### src/rtl/mux_arbiter_2_if.sv
// Handshake/data bundle between two requesting masters and mux_arbiter_2.
// The slave modport is the arbiter side and the master modport is the requester side.
interface mux_arbiter_2_if #(
  parameter int W = 8
);
  logic [1:0]   req;
  logic [W-1:0] D0;
  logic [W-1:0] D1;
  logic [1:0]   gnt;
  logic         sel;
  logic [W-1:0] y;
  logic         y_valid;
  logic         busy;

  modport master (
    output req, D0, D1,
    input  gnt, sel, y, y_valid, busy
  );

  modport slave (
    input  req, D0, D1,
    output gnt, sel, y, y_valid, busy
  );
endinterface

### src/rtl/mux_arbiter_2.sv
// Two-master round-robin arbiter that owns the select of a shared 2:1 data mux.
// The optional hold-limit rotation is enabled by defining ARB_TIMEOUT_EN.
module mux_arbiter_2 #(
  parameter int W        = 8,
  parameter int MAX_HOLD = 8
) (
  input logic            clk,
  input logic            rst_n,
  mux_arbiter_2_if.slave bus
);

  typedef enum logic [1:0] {
    IDLE = 2'b00,
    G0   = 2'b01,
    G1   = 2'b10
  } state_t;

  state_t       r_state;
  state_t       w_next;
  logic         r_last;
  logic         r_sel;
  logic         r_busy;
  logic         w_to0;
  logic         w_to1;
  logic [W-1:0] w_y;

  if (MAX_HOLD < 2 || MAX_HOLD > 255) begin : g_bad_hold
    $error("MAX_HOLD must be in 2..255");
  end

`ifdef ARB_TIMEOUT_EN
  localparam logic [7:0] LP_LIM = 8'(MAX_HOLD - 1);

  logic [7:0] r_hold_cnt;

  // Forced rotation only when the other master is actually waiting
  assign w_to0 = (r_hold_cnt == LP_LIM) & bus.req[1];
  assign w_to1 = (r_hold_cnt == LP_LIM) & bus.req[0];

  always_ff @(posedge clk or negedge rst_n) begin
    if (!rst_n) begin
      r_hold_cnt <= 8'd0;
    end else if (w_next != r_state) begin
      r_hold_cnt <= 8'd0;
    end else if (r_state != IDLE && r_hold_cnt != LP_LIM) begin
      r_hold_cnt <= r_hold_cnt + 8'd1;
    end
  end
`else
  assign w_to0 = 1'b0;
  assign w_to1 = 1'b0;
`endif

  always_comb begin
    w_next = r_state;
    unique case (r_state)
      IDLE: begin
        if (bus.req == 2'b11) begin
          w_next = r_last ? G0 : G1;
        end else if (bus.req[0]) begin
          w_next = G0;
        end else if (bus.req[1]) begin
          w_next = G1;
        end
      end
      G0: begin
        if (!bus.req[0]) begin
          w_next = bus.req[1] ? G1 : IDLE;
        end else if (w_to0) begin
          w_next = G1;
        end
      end
      G1: begin
        if (!bus.req[1]) begin
          w_next = bus.req[0] ? G0 : IDLE;
        end else if (w_to1) begin
          w_next = G0;
        end
      end
      default: w_next = IDLE;
    endcase
  end

  // sel and last only move on grant entry; IDLE keeps the previous select
  always_ff @(posedge clk or negedge rst_n) begin
    if (!rst_n) begin
      r_state <= IDLE;
      r_last  <= 1'b1;
      r_sel   <= 1'b0;
      r_busy  <= 1'b0;
    end else begin
      r_state <= w_next;
      r_busy  <= (w_next != IDLE);
      if (w_next == G0) begin
        r_last <= 1'b0;
        r_sel  <= 1'b0;
      end else if (w_next == G1) begin
        r_last <= 1'b1;
        r_sel  <= 1'b1;
      end
    end
  end

  assign w_y         = r_sel ? bus.D1 : bus.D0;
  assign bus.gnt     = r_state;
  assign bus.sel     = r_sel;
  assign bus.busy    = r_busy;
  assign bus.y       = w_y;
  assign bus.y_valid = |(r_state & bus.req);

endmodule

### src/flat_wrapper.sv
// flat-port wrapper written by rule: the top's interface ports become plain ports
module mux_arbiter_2_flat 
#(
  parameter int W        = 8,
  parameter int MAX_HOLD = 8
)
  (clk, rst_n, bus_req, bus_D0, bus_D1, bus_gnt, bus_sel, bus_y, bus_y_valid, bus_busy);
  mux_arbiter_2_if #(.W(W)) bus_i ();
  input logic clk;
  input logic rst_n;
  input wire logic [$bits(bus_i.req)-1:0] bus_req;
  input wire logic [$bits(bus_i.D0)-1:0] bus_D0;
  input wire logic [$bits(bus_i.D1)-1:0] bus_D1;
  output wire logic [$bits(bus_i.gnt)-1:0] bus_gnt;
  output wire logic [$bits(bus_i.sel)-1:0] bus_sel;
  output wire logic [$bits(bus_i.y)-1:0] bus_y;
  output wire logic [$bits(bus_i.y_valid)-1:0] bus_y_valid;
  output wire logic [$bits(bus_i.busy)-1:0] bus_busy;
  assign bus_i.req = bus_req;
  assign bus_i.D0 = bus_D0;
  assign bus_i.D1 = bus_D1;
  assign bus_gnt = bus_i.gnt;
  assign bus_sel = bus_i.sel;
  assign bus_y = bus_i.y;
  assign bus_y_valid = bus_i.y_valid;
  assign bus_busy = bus_i.busy;
  mux_arbiter_2 #(.W(W), .MAX_HOLD(MAX_HOLD)) u_core (.clk(clk), .rst_n(rst_n), .bus(bus_i));
endmodule
### config.mk
export PLATFORM = sky130hd
export DESIGN_NAME = mux_arbiter_2_flat
export DESIGN_NICKNAME = d
export VERILOG_FILES = /design/src/rtl/mux_arbiter_2_if.sv /design/src/rtl/mux_arbiter_2.sv /design/src/flat_wrapper.sv
export SDC_FILE = /design/constraint.sdc
export NUM_CORES = 1
export LEC_CHECK = 0
export BUFFER_PORTS_ARGS = -buffer_cell sky130_fd_sc_hd__buf_2
export CAP_MARGIN = 20
export CORE_AREA = 4 4 41 43
export CTS_CLUSTER_DIAMETER = 50
export CTS_CLUSTER_SIZE = 40
export DETAILED_ROUTE_END_ITERATION = 6
export DIE_AREA = 0 0 45 47
export SYNTH_ARGS = -nofsm -noshare
export SYNTH_HDL_FRONTEND = slang
export SYNTH_SLANG_ARGS = --single-unit
### constraint.sdc
create_clock -name clk -period 1.4 [get_ports clk]
set_input_delay 0.14 -clock clk [delete_from_list [all_inputs] [get_ports clk]]
set_output_delay 0.14 -clock clk [all_outputs]
set_load 0.02 [all_outputs]
Word-level counts from Yosys, hierarchy flattened
Cells that the tools add are included.
{ "totals": {"register_bits": 5, "in_bits": 20, "wordCells": 26} }
{ "classes": {"eq_ne": 5, "n_mux": 12, "bitwise": 1, "reduce_logical": 4} }
{ "ops": {"columns": ["cell", "n"], "rows": [
  ["2-bit two-way mux", 7],
  ["8-bit two-way mux", 1],
  ["2-bit == test (second input constant)", 3],
  ["2-bit case mux with 3 select lines", 1],
  ["2-bit by 1-bit == test with 1-bit output (second input constant)", 2],
  ["2-bit nonzero test", 2],
  ["1-bit two-way mux", 3],
  ["2-bit bitwise AND", 1],
  ["2-bit logical NOT", 1],
  ["2-bit OR reduction", 1]
]} }

Logic depth before layout (Yosys ltp)
{ "depth": {"word_depth": 7, "depth_mapped": 5, "ltp_nobuf": 5} }

Least setup slack after synthesis
Ideal clock, no wire load.
{ "synth_timing": {"path_type": "flip-flop to flip-flop", "startpoint": "register u_core.r_state[0], in the netlist u_core.bus.gnt[0]", "endpoint": "register u_core.r_sel, in the netlist u_core.bus.sel", "arrival_time_ps": 1275, "required_ps": 1278, "path_slack_ps": 3, "path_stages_with_launch": 6, "synth_period_minus_slack_ps": 1397, "cell_sequence": "dfrtp_1 and2b_1 a21oi_1 ha_1 nor2_1 a21oi_1"} }
{ "synth_via": {"elab_chain_len": 6, "elab_cells_between_ends": 13, "classes_between": "eq/ne: 4; mux: 7; reduce/logical: 2"} }
{ "synth_lines": {"columns": ["element", "line_no", "text"], "rows": [
  ["start, declared", "mux_arbiter_2.sv:18", "state_t r_state;"],
  ["start signal, assigned", "mux_arbiter_2.sv:92", "r_state <= w_next;"],
  ["2-bit two-way mux", "mux_arbiter_2.sv:62", "end else if (bus.req[1]) begin"],
  ["2-bit two-way mux", "mux_arbiter_2.sv:60", "end else if (bus.req[0]) begin"],
  ["2-bit two-way mux", "mux_arbiter_2.sv:58", "if (bus.req == 2'b11) begin"],
  ["2-bit case mux with 3 select lines (*)", "mux_arbiter_2.sv:56", "unique case (r_state)"],
  ["2-bit by 1-bit == test with 1-bit output or 2-bit == test (tied branches)", "mux_arbiter_2.sv:94, mux_arbiter_2.sv:97", null],
  ["1-bit two-way mux or 2-bit nonzero test (tied branches)", null, null],
  ["end signal, assigned", "mux_arbiter_2.sv:89", "r_sel <= 1'b0;"],
  ["end signal, assigned", "mux_arbiter_2.sv:96", "r_sel <= 1'b0;"],
  ["end signal, assigned", "mux_arbiter_2.sv:99", "r_sel <= 1'b1;"],
  ["end, declared", "mux_arbiter_2.sv:21", "logic r_sel;"]
]} }
Mark *: on every way between the ends. The rest lies on a longest branch, timed or not.
A chain may end at the register's enable or synchronous reset.

Final worst setup path
{ "layout_timing": {"startpoint": "register u_core.r_sel, in the netlist u_core.bus.sel", "endpoint": "output port bus_y[7]"} }
{ "layout_via": {"elab_chain_len": 1} }
{ "layout_lines": {"columns": ["element", "line_no", "text"], "rows": [
  ["8-bit two-way mux", "mux_arbiter_2.sv:104", "assign w_y = r_sel ? bus.D1 : bus.D0;"],
  ["end, declared", "flat_wrapper.sv:16", "output wire logic [$bits(bus_i.y)-1:0] bus_y;"]
]} }
No other way between the ends.

==> impl_metrics.tcl <==
set metrics [dict create \
    synthFlopType "dfrtp_1" \
    ys_top_cells_by_count "mux2_4 (8), dfrtp_1 (4), a21oi_1 (3), nor2_1 (3), ha_1 (2)" \
    fin_hold_ws_ns 0.212 \
    power.leakage_nw 0.358 \
    cts_htree_levels 1 \
    synth_compound_area_share_pct 14.4 \
    synth_simple_gate_area_share_pct 8.72 \
    finalPower_w 0.00119 \
    cp_max_fo 4 \
    holdCritStartpoint "bus_req[0]" \
    antenna_found_initial 0 \
    die_w_um 45 \
    synthAdderAreaFrac_pct 6.71 \
    p_per_area_nw_per_um2 1850 \
    synth-async-reset-ratio_pct 100 \
    crit_path_start "u_core.bus.sel" \
    crit_path_start_kind "flop" \
    crit_required_ns 1.26 \
    core-area_um2 1300 \
    fin_crit_sh_pct 99.3 \
    combinationalPowerShare_pct 64.7 \
    rsz0062_at_grt "yes" \
    synth.avg_cell_area_um2 12.0 \
    synth_enable_flop_cells 0 \
    max-clock-path-buffers 2 \
    p_int_w 0.000711 \
    fin_skew_ns 0.00129 \
    post_drt_wl_per_cell_um 13.3 \
    arrival_ns 1.25 \
    dpl.cell_count 78 \
    path_class "reg -> out" \
    ir_worst_vdd_mv 0.657 \
    synth_top_family_by_area "multiplexers" \
    syn_area_um2 373 \
    clock_sinks 5 \
    setup_violations 0 \
    finalNonFillerCells 86 \
    syn_inst 31 \
    slew_violations 0 \
    switching_share_pct 40.2 \
    die_h_um 47 \
    avgViaCountPerCell 4.57 \
    dieArea_um2 2120 \
    endpoint_kind "primary output" \
    power.switching_w 0.000479 \
    globalplace.congestion 0.738 \
    synth-seq-cells 5 \
    post-place-ws_ns -0.0688 \
    pwr-share-seq_pct 21.5 \
    tightest_slew_ns 0.229 \
    vias 393 \
    synth_warnings 0 \
    grt_start_max_net_pins 10 \
    syn_nets 53 \
    synth_top_area_share_pct 32.2 \
    grt_pass1_vias 400 \
    seq_area_frac_synth_pct 33.9 \
    cts_tree "built" \
    nets 94 \
    fin_ws_ns 0.00944 \
    yosysUniqueCellTypes 16 \
    synth.most_common_cell "mux2_4" \
    path_clk_slew_ns 0.04 \
    yosys.area.top_type "mux2_4" \
    clockPowerShare_pct 13.7 \
    clk_latency_ns 0.24 \
    area_growth_pct 72.8 \
    drive_above_1_share_pct 77.5 \
    muxShareOfSynthArea_pct 32.2 \
    start_util_pct 28.7 \
    drc 0 \
    hold_violations 0 \
    synth_xor_xnor_area_share_pct 0 \
    routed_wl_um 1140 \
    synth_area_leaders "mux2_4 (32%), dfrtp_1 (27%), dfstp_2 (7.0%)" \
    relSlewSlack_pct 84.7 \
    fp-row-count 13 \
    portBuffers 32 \
    fmax_ghz 0.719 \
    cts_made_buffers 3 \
    r2r-start "u_core.r_last" \
    grt_use_total_pct 11.2 \
    grt_remaining_overflow 0 \
    ant_nets 0 \
    drt-initial-drc-count 0 \
    status "completed" \
    grt_first_pass_wirelength_um 1590 \
    pin_count 33 \
    diodes 0 \
    cap_violations 0 \
    min_period_ns 1.39 \
    detail_route.first_pass.iterations 1 \
    cts_root_buf "clkbuf_4" \
    hold_path.class "in -> reg" \
]
-- worst max-delay path, cell delays in order (launching register included) --
cell	delay [ns]
dfrtp_2	0.40
buf_2	0.16
mux2_4	0.29
buf_2	0.16
-- what timing repair did --
item	CTS	global route
pin swaps	0	2
hold buffers	1	0
resized for setup	4	5
endpoints found under the hold margin	5	0
endpoints found under the setup margin	10	10
setup buffers	1	2
-- cell type report --
type / instances / area [um^2]
inverters: 1 / 3.75
fillers: 134 / 657
flip-flops and latches: 5 / 128
well taps: 15 / 18.8
repair buffers: 37 / 204
clock buffers: 4 / 26.3
multi-input cells: 24 / 264
-- state kept, by name (all words and copies together) (netlist names) --
register         flops
u_core.bus.sel       1
u_core.bus.busy      1
u_core.bus.gnt       2
u_core.r_last        1
-- routing by layer --
metal | part of all wire [%] | GRT usage, %
met5 | 0 | 0
met4 | 2.8 | 11.1
met3 | 19 | 4.60
met2 | 53 | 22.3
met1 | 26 | 7.13
-- layout by cell type (no fill, tap or decap), types with 2 or more instances in the layout --
master / netlist / layout
clkbuf_4: 0 / 3
buf_4: 0 / 3
dfrtp_1: 4 / 3
a21oi_1: 3 / 2
nor2_1: 3 / 3
mux2_4: 8 / 8
buf_2: 0 / 32
-- power by group through the flow --
| stage | clock network [W] | logic, W | registers (W) |
|---|---|---|---|
| after floorplan | 0 | 0.000445 | 0.000290 |
| after global placement | 0 | 0.000589 | 0.000300 |
| after detailed placement | 0 | 0.000600 | 0.000303 |
| after CTS | 0.000175 | 0.000636 | 0.000300 |
| after global routing | 0.000179 | 0.000832 | 0.000263 |
| final | 0.000163 | 0.000770 | 0.000256 |
-- path summary, 6_finish.rpt --
path	depth (start not counted)	slack, ns	end
max	3	0.009	bus_y[7]
min	2	0.21	u_core.bus.gnt[0]
max reg2reg	5	0.07	u_core.bus.sel
min reg2reg	2	0.54	u_core.r_last
max in group asynchronous	2	0.95	u_core.r_last
min in group asynchronous	2	0.24	u_core.bus.busy
-- cells by family after synthesis --
group	after synthesis
compound gates	8
fa+ha+maj	2
buf+inv	2
flops	5
mux	8
simple gates	6
-- through the flow --
| step | setup TNS, ns | util, % | cell area [um^2] |
|---|---|---|---|
| CTS | -0.00688 | 46.3 | 602 |
| floorplan | 0 | - | 373 |
| global route | -0.0537 | 49.5 | 644 |
| detailed placement | -0.121 | 42.1 | 548 |
| global placement | 0 | 42.1 | 548 |
| finish | 0 | 49.5 | 644 |
Note: power is estimated with default switching activity, not from simulation.
